[config.mk]
export PLATFORM = sky130hd
export DESIGN_NAME = mc_ctrl
export DESIGN_NICKNAME = d
export VERILOG_FILES = /design/src/rtl/mc_ctrl.sv
export SDC_FILE = /design/constraint.sdc
export NUM_CORES = 1
export LEC_CHECK = 0
export ABC_AREA = 1
export ABC_CLOCK_PERIOD_IN_PS = 1600
export BUFFER_PORTS_ARGS = -buffer_cell sky130_fd_sc_hd__buf_2
export CAP_MARGIN = 20
export CORE_MARGIN = 1.5
export CORE_UTILIZATION = 45
export DETAILED_ROUTE_END_ITERATION = 16
export MAX_ROUTING_LAYER = met4
export PLACE_DENSITY = 0.72
export REMOVE_ABC_BUFFERS = 1
export SYNTH_ARGS = -nofsm -noshare
export SYNTH_HDL_FRONTEND = slang
export SYNTH_SLANG_ARGS = --single-unit
[constraint.sdc]
create_clock -name clk -period 1.6 [get_ports clk]
set_clock_uncertainty 0.2 [all_clocks]
set_input_delay 0.32 -clock clk [delete_from_list [all_inputs] [get_ports clk]]
set_output_delay 0.32 -clock clk [all_outputs]
set_load 0.02 [all_outputs]
[src/rtl/mc_ctrl.sv]
// Multi-cycle MIPS-subset control unit: FETCH/DECODE/EXEC/MEM/WB sequencer
// driving datapath strobes for an 11-instruction subset.
module mc_ctrl (
  input  logic       clk,
  input  logic       reset,
  input  logic [5:0] opCode,
  input  logic [5:0] Funct,
  input  logic       ALUZero,
  input  logic       memReady,
  output logic       PCWrite,
  output logic       IRWrite,
  output logic       MemRead,
  output logic       MemWrite,
  output logic       RegWrite,
  output logic       RegDst,
  output logic       ALUSrc,
  output logic       MemtoReg,
  output logic       EXTop,
  output logic       Branch,
  output logic       Jump,
  output logic       JumpToReg,
  output logic       writeR31,
  output logic       retire,
  output logic       illegal,
  output logic [2:0] ALUop,
  output logic [2:0] state
);

  typedef enum logic [2:0] {
    FETCH  = 3'd0,
    DECODE = 3'd1,
    EXEC   = 3'd2,
    MEM    = 3'd3,
    WB     = 3'd4
  } stateT;

  stateT stateReg;

  logic rType, isAddu, isSubu, isSll, isJr, isOri, isLui, isLw, isSw, isBeq, isJ, isJal;
  logic isAlu, isMem;
  logic [2:0] decAluOp;

  assign rType  = (opCode == 6'b000000);
  assign isAddu = rType && (Funct == 6'b100001);
  assign isSubu = rType && (Funct == 6'b100011);
  assign isSll  = rType && (Funct == 6'b000000);
  assign isJr   = rType && (Funct == 6'b001000);
  assign isOri  = (opCode == 6'b001101);
  assign isLui  = (opCode == 6'b001111);
  assign isLw   = (opCode == 6'b100011);
  assign isSw   = (opCode == 6'b101011);
  assign isBeq  = (opCode == 6'b000100);
  assign isJ    = (opCode == 6'b000010);
  assign isJal  = (opCode == 6'b000011);
  assign isAlu  = isAddu | isSubu | isSll | isOri | isLui;
  assign isMem  = isLw | isSw;

  always_comb begin
    decAluOp = 3'b000;
    if (isSubu || isBeq) decAluOp = 3'b001;
    else if (isOri)      decAluOp = 3'b010;
    else if (isLui)      decAluOp = 3'b011;
    else if (isSll)      decAluOp = 3'b100;
  end

  // activeReg holds off the first FETCH until one clean edge after reset release.
  logic       activeReg;
  logic       memReadReg, memWriteReg, regWriteReg, memtoRegReg;
  logic       branchReg, jumpReg, jumpToRegReg, writeR31Reg, illegalReg;
  logic       retireReg, pcJumpReg;
  logic [2:0] aluOpReg;
  logic       regDstReg, aluSrcReg, extOpReg;

  always_ff @(posedge clk or negedge reset) begin
    if (!reset) begin
      stateReg     <= FETCH;
      activeReg    <= 1'b0;
      memReadReg   <= 1'b0;
      memWriteReg  <= 1'b0;
      regWriteReg  <= 1'b0;
      memtoRegReg  <= 1'b0;
      branchReg    <= 1'b0;
      jumpReg      <= 1'b0;
      jumpToRegReg <= 1'b0;
      writeR31Reg  <= 1'b0;
      illegalReg   <= 1'b0;
      retireReg    <= 1'b0;
      pcJumpReg    <= 1'b0;
      aluOpReg     <= 3'b000;
      regDstReg    <= 1'b0;
      aluSrcReg    <= 1'b0;
      extOpReg     <= 1'b0;
    end else begin
      activeReg    <= 1'b1;
      memReadReg   <= 1'b0;
      memWriteReg  <= 1'b0;
      regWriteReg  <= 1'b0;
      memtoRegReg  <= 1'b0;
      branchReg    <= 1'b0;
      jumpReg      <= 1'b0;
      jumpToRegReg <= 1'b0;
      writeR31Reg  <= 1'b0;
      illegalReg   <= 1'b0;
      retireReg    <= 1'b0;
      pcJumpReg    <= 1'b0;
      case (stateReg)
        FETCH: begin
          if (activeReg && memReady) stateReg <= DECODE;
          else                       memReadReg <= 1'b1;
        end
        DECODE: begin
          stateReg     <= EXEC;
          aluOpReg     <= decAluOp;
          regDstReg    <= isAddu | isSubu | isSll;
          aluSrcReg    <= isOri | isLui | isMem;
          extOpReg     <= isOri | isLui;
          branchReg    <= isBeq;
          jumpReg      <= isJ | isJal;
          jumpToRegReg <= isJr;
          writeR31Reg  <= isJal;
          regWriteReg  <= isJal;
          pcJumpReg    <= isJ | isJal | isJr;
          retireReg    <= isBeq | isJ | isJal | isJr;
          illegalReg   <= ~(isAlu | isMem | isBeq | isJ | isJal | isJr);
        end
        EXEC: begin
          if (isAlu) begin
            stateReg    <= WB;
            regWriteReg <= 1'b1;
            retireReg   <= 1'b1;
          end else if (isMem) begin
            stateReg    <= MEM;
            memReadReg  <= isLw;
            memWriteReg <= isSw;
          end else begin
            stateReg   <= FETCH;
            memReadReg <= 1'b1;
            aluOpReg   <= 3'b000;
            regDstReg  <= 1'b0;
            aluSrcReg  <= 1'b0;
            extOpReg   <= 1'b0;
          end
        end
        MEM: begin
          if (memReady) begin
            if (isLw) begin
              stateReg    <= WB;
              regWriteReg <= 1'b1;
              memtoRegReg <= 1'b1;
              retireReg   <= 1'b1;
            end else begin
              stateReg   <= FETCH;
              memReadReg <= 1'b1;
              aluOpReg   <= 3'b000;
              aluSrcReg  <= 1'b0;
            end
          end else begin
            memReadReg  <= memReadReg;
            memWriteReg <= memWriteReg;
          end
        end
        WB: begin
          stateReg   <= FETCH;
          memReadReg <= 1'b1;
          aluOpReg   <= 3'b000;
          regDstReg  <= 1'b0;
          aluSrcReg  <= 1'b0;
          extOpReg   <= 1'b0;
        end
        default: begin
          stateReg   <= FETCH;
          memReadReg <= 1'b1;
        end
      endcase
    end
  end

  // Handshake-completion strobes must respond in the same cycle the input arrives.
  logic fetchDone;
  assign fetchDone = activeReg && (stateReg == FETCH) && memReady;

  assign IRWrite   = fetchDone;
  assign PCWrite   = fetchDone | pcJumpReg | (branchReg & ALUZero);
  assign retire    = retireReg | ((stateReg == MEM) && memWriteReg && memReady);
  assign MemRead   = memReadReg;
  assign MemWrite  = memWriteReg;
  assign RegWrite  = regWriteReg;
  assign MemtoReg  = memtoRegReg;
  assign Branch    = branchReg;
  assign Jump      = jumpReg;
  assign JumpToReg = jumpToRegReg;
  assign writeR31  = writeR31Reg;
  assign illegal   = illegalReg;
  assign ALUop     = aluOpReg;
  assign RegDst    = regDstReg;
  assign ALUSrc    = aluSrcReg;
  assign EXTop     = extOpReg;
  assign state     = stateReg;

endmodule

==> results of run 1 <==
==> path summary, 6_finish.rpt <==
path	end	cells past startpoint	slack, ns	start
setup reg to reg	state[0]	11	-0.22	state[1]
min in group asynchronous	JumpToReg	2	0.28	reset
hold reg to reg	ALUop[0]	2	0.28	ALUop[0]
hold / removal	writeR31	3	0.09	opCode[0]
max in group asynchronous	state[0]	2	0.59	reset
setup / recovery	state[0]	11	-0.22	state[1]
==> worst max-delay path, delay by kind of cell, from the launching register on <==
family / cells / cell delay (ns)
compound gates: 1 / 0.06
simple gates: 3 / 0.21
buf+inv: 7 / 0.78
flops: 1 / 0.44
==> stage by stage <==
stage               utilization  hold WS, ns  setup TNS [ns]  setup WS, ns
finish                    0.691       0.0906          -0.869        -0.219
global route              0.691       0.0908           -1.84        -0.296
CTS                       0.642       0.0885          -0.804        -0.218
detailed placement        0.573        0.107         -0.0216       -0.0158
global placement          0.573       0.0914         -0.0174       -0.0174
floorplan                     -       -0.176               0        0.0400
==> timing repair <==
action / in CTS / in global routing
hold buffers: 1 / 0
pin swaps: 7 / 8
resized for setup: 15 / 21
setup endpoints to repair: 4 / 17
buffers inserted: 10 / 5
endpoints found under the hold margin: 21 / 0
==> cell usage after synthesis, drive strengths merged <==
cell type  number  area share
nand2          33        0.13
inv            27       0.087
nor2           25        0.11
dfrtp          21        0.45
nand3          18       0.094
nand4           7       0.043
o21ai           7       0.033
a21oi           5       0.025
a31o            1      0.0075
clkinv          1      0.0032
conb            1      0.0032
nor3b           1      0.0064
nor4            1      0.0054
o21ba           1      0.0086
==> area by class of cell <==
type,count,area [um2],area share
multi-input combinational,100,654,0.386
clock inverter,1,5.00,0.00295
tap,30,37.5,0.0221
inverter,28,105,0.0619
sequential,21,526,0.310
clock buffer,3,22.5,0.0133
timing repair buffer,55,347,0.204
==> routing by layer <==
metal,track usage,routed length [um]
met3,0.0167,95
met4,0.0769,59
met2,0.366,1540
met1,0.273,1240
met5,-,0
==> cell families (layout without fill, tap and decap cells) <==
logic type             Yosys count  in the layout  synth area share
AOI/OAI and AO/OA               14             14            0.0740
DFF                             21             21             0.450
other                            1              1           0.00321
and+or+nand+nor                 85             85             0.383
buffers and inverters           28             87            0.0900
==> where the power goes <==
| group | switching [mW] | total (mW) | leakage (nW) | internal, mW |
|---|---|---|---|---|
| Sequential | 0.0452 | 0.641 | 0.284 | 0.595 |
| Clock | 0.158 | 0.252 | 0.0177 | 0.0934 |
| Combinational | 0.643 | 1.18 | 0.698 | 0.532 |
| Total | 0.847 | 2.07 | 1.00 | 1.22 |
==> results.cfg, run 1 <==
[global_route]
track_usage = 0.217
grt_pass1_wl_mm = 4.43
grt_pass1_vias = 1066
grt_max_degree = 22
overflow = 0
antenna_found_initial = 0

[timing]
fin_crit_sh = 1.14
rsz0062_at_grt = yes
setup_ws_ns = -0.219
max_freq_ghz = 0.550
hold_violations = 0
min_period_ns = 1.82
finalSetupViolations = 9
drv_slew = 0

[synthesis]
ys_ff_latch = 21
yosysSeqAreaShare = 0.450
synth_area_mm2 = 0.00117
yosysUniqueCellTypes = 24
avgSynthCellArea_um2 = 7.83
syn_inst = 149
yosysWarnings = 0

[setup_path]
crit_path_end_kind = flip-flop
cp_cell_sequence = nor2_2 > nand2_1 > inv_2 > buf_4 > buf_4 > buf_4 > buf_4 > buf_4 > buf_4 > nor2_2 > o21ai_1
start_kind = flip-flop
crit_type = reg2reg
worstPathArrival_ns = 1.81
required_ns = 1.59
cp_max_fo = 4
crit_slowest_cell = dfrtp_1
cp_common_cell = buf_4
critical_path.max_stage_delay_ns = 0.44

[pwr]
vdd_ir_drop_max_mv = 0.846
powerDensity_mw_per_mm2 = 1220
p_leak_nw = 1.00
total_power_mw = 2.07

[clock_tree]
cts_tree = yes
clk_pin_slew_ns = 0.12
clock-root-buffer = clkbuf_4
cts_max_level = 1
clock_latency_ns = 0.31
cts_buffers = 3
clock-sinks = 21
clock_path_buffers = 2

[finish]
drive_gt1_frac = 0.471
final_nets = 225
mostFrequentLayoutCells = buf_2 (32), nand2_1 (23), inv_1 (22), dfrtp_1 (21), buf_4 (19)
fin_area_mm2 = 0.00170
num-fill-cells = 203
antenna_cells = 0
area_growth_pct = 45.3
final_common_cell = buf_2
final_cells = 238

[run_status]
status = finished with violations
violations = setup timing

[die]
rows = 18
die_y_um = 53.9
core_mm2 = 0.00245
ios = 37
start_util = 0.476
die_area_mm2 = 0.00291
die_x_um = 53.9

[run]
cap_violations = 0

[place]
place_congestion = 0.856
dp_hpwl_mm = 2.05
port_buffers = 36
place_area_mm2 = 0.00141
placed_cells = 218

[worst_hold_path]
hp-class = in2reg

[route]
drt_iter0_drc = 26
vias = 1204
vias_per_cell = 5.06
totalWireLength_mm = 2.93
ant_nets = 0
route.detailed.drc = 0
avgRoutedWirePerCell_um = 12.3
dr.pass1.iters = 6
Note: power is estimated with default switching activity, not from simulation.
==> inputs of run 2 (changes only) <==
--- a/config.mk
+++ b/config.mk
@@ -10,10 +10,10 @@
 export BUFFER_PORTS_ARGS = -buffer_cell sky130_fd_sc_hd__buf_2
 export CAP_MARGIN = 20
 export CORE_MARGIN = 1.5
-export CORE_UTILIZATION = 45
+export CORE_UTILIZATION = 40
 export DETAILED_ROUTE_END_ITERATION = 16
 export MAX_ROUTING_LAYER = met4
-export PLACE_DENSITY = 0.72
+export PLACE_DENSITY = 0.65
 export REMOVE_ABC_BUFFERS = 1
 export SYNTH_ARGS = -nofsm -noshare
 export SYNTH_HDL_FRONTEND = slang
==> run 2 against run 1 <==
  * The run still ends with setup timing left
  * Critical path depth shrank 5
  * Global-route usage shrank 2.5 points
  * Count of clock-buffer cells in the layout is the same
  * Non-clock buffer count shrank 8
  * Critical path type is now reg2out
  * Via count shrank 2.6%
==> results.cfg, run 2 (synthesized netlist as in run 1, its figures left out) <==
[run_status]
status = finished with violations
violations = setup timing

[global_route]
antenna_found_initial = 0
grt_max_degree = 22
track_usage = 0.191
overflow = 0
grt_pass1_vias = 1080
grt_pass1_wl_mm = 4.73

[worst_hold_path]
worstHoldStart = opCode[0]
hold_end = writeR31
min_delay_path_depth = 3
hp-class = in2reg

[setup_path]
cp_max_fo = 4
r2r-start = state[1]
start_kind = flip-flop
crit_type = reg2out
reg2reg_slack_ns = -0.21
required_ns = 1.08
crit_slowest_cell = dfrtp_1
cp_common_cell = nand2_1
cp_cell_sequence = nor2_2 > nand2_1 > inv_2 > nand3_2 > nand2_1 > buf_6
crit_path_end_kind = primary output
rr_worst_depth = 10
r2r_end = illegal
worstPathArrival_ns = 1.33
critical_path.max_stage_delay_ns = 0.45

[place]
place_congestion = 0.898
port_buffers = 36
placed_cells = 220
dp_hpwl_mm = 2.11
place_area_mm2 = 0.00142

[finish]
drive_gt1_frac = 0.435
antenna_cells = 0
final_cells = 231
post-route-util = 0.586
final_common_cell = buf_2
area_growth_pct = 38.5
mostFrequentLayoutCells = buf_2 (32), nand2_1 (26), dfrtp_1 (21), inv_1 (21), nor2_1 (17)
final_nets = 217
fin_area_mm2 = 0.00162

[pwr]
switching_share = 0.425
p_sw_mw = 0.806
vdd_ir_drop_max_mv = 0.839
p_leak_nw = 0.958
p_int_mw = 1.09
powerDensity_mw_per_mm2 = 1170
seq_power_share = 0.340
comb_power_share = 0.520
clkPwrFrac = 0.140

[route]
vias = 1173
dr.pass1.iters = 5
vias_per_cell = 5.08
drt_iter0_drc = 40
avgRoutedWirePerCell_um = 12.3
route.detailed.drc = 0
ant_nets = 0
totalWireLength_mm = 2.85

[die]
rows = 19
die_y_um = 57.0
die_area_mm2 = 0.00325
die_x_um = 57.0
core_mm2 = 0.00276
ios = 37
start_util = 0.423

[run]
cap_violations = 0

[clock_tree]
clk_pin_slew_ns = 0.13
clock-sinks = 21
cts_tree = yes
clock_path_buffers = 2
cts_max_level = 1
clock-root-buffer = clkbuf_4
cts_buffers = 3
clock_latency_ns = 0.32

[timing]
hold_violations = 0
min_period_ns = 1.85
finalSetupViolations = 13
drv_slew = 0
fin_crit_sh = 1.16
rsz0062_at_grt = yes
setup_ws_ns = -0.250
max_freq_ghz = 0.541
==> run 2: cell types whose count changed in the layout (fill, tap and decap cells not counted), sizes merged <==
cell	before	now
buf	54	46
==> run 2: how the worst max path moves through the flow <==
stage,startpoint,cells past startpoint,end,slack [ns]
after floorplan,state[2],4,retire,0.04
after global placement,opCode[0],7,MemRead,-0.009
after detailed placement,opCode[0],8,MemRead,-0.02
after CTS,state[0],6,PCWrite,-0.23
after global routing,state[1],10,illegal,-0.32
final,state[0],6,PCWrite,-0.25
==> run 2: power groups by stage <==
| stage | clock (mW) | sequential, mW | combinational [mW] |
|---|---|---|---|
| after floorplan | 0 | 0.726 | 0.416 |
| after global placement | 0 | 0.647 | 0.717 |
| after detailed placement | 0 | 0.651 | 0.723 |
| after CTS | 0.264 | 0.636 | 0.835 |
| after global routing | 0.292 | 0.650 | 1.07 |
| final | 0.265 | 0.644 | 0.987 |
==> run 2: layout make-up <==
cell class              count  area [um2]
clock buffers               3        22.5
clock inverters             1        5.00
fillers                   245        1140
inverters                  28         105
multi-input cells         100         629
flip-flops and latches     21         526
well taps                  31        38.8
repair buffers             47         290
==> run 2: per-stage QoR <==
step / hold slack, ns / worst slack, ns / total power [mW] / setup TNS [ns]
after floorplan: -0.176 / 0.0400 / 1.14 / 0
after global placement: 0.0878 / -0.00857 / 1.36 / -0.00857
after detailed placement: 0.100 / -0.0195 / 1.37 / -0.0462
after CTS: 0.0883 / -0.228 / 1.73 / -0.750
after global routing: 0.0959 / -0.323 / 2.01 / -2.55
final: 0.0791 / -0.250 / 1.90 / -1.45
==> run 2: layer usage <==
layer | part of all wire | vias up | GRT usage
met5 | 0 | - | -
met4 | 0.024 | 0 | 0.0997
met3 | 0.035 | 6 | 0.0181
met2 | 0.51 | 34 | 0.302
met1 | 0.43 | 560 | 0.245
li1 | - | 573 | -
==> run 2: worst max-delay path: cells and delay by family (launching register included) <==
family	cells	cell delay, ns
flip-flops	1	0.45
AND/OR/NAND/NOR	4	0.38
buffers and inverters	2	0.18
==> run 2: repair_timing <==
item,CTS,global route
pin swaps,4,11
setup buffers,4,2
endpoints found under the hold margin,21,0
hold buffers,1,0
resized for setup,10,21
endpoints found under the setup margin,5,18
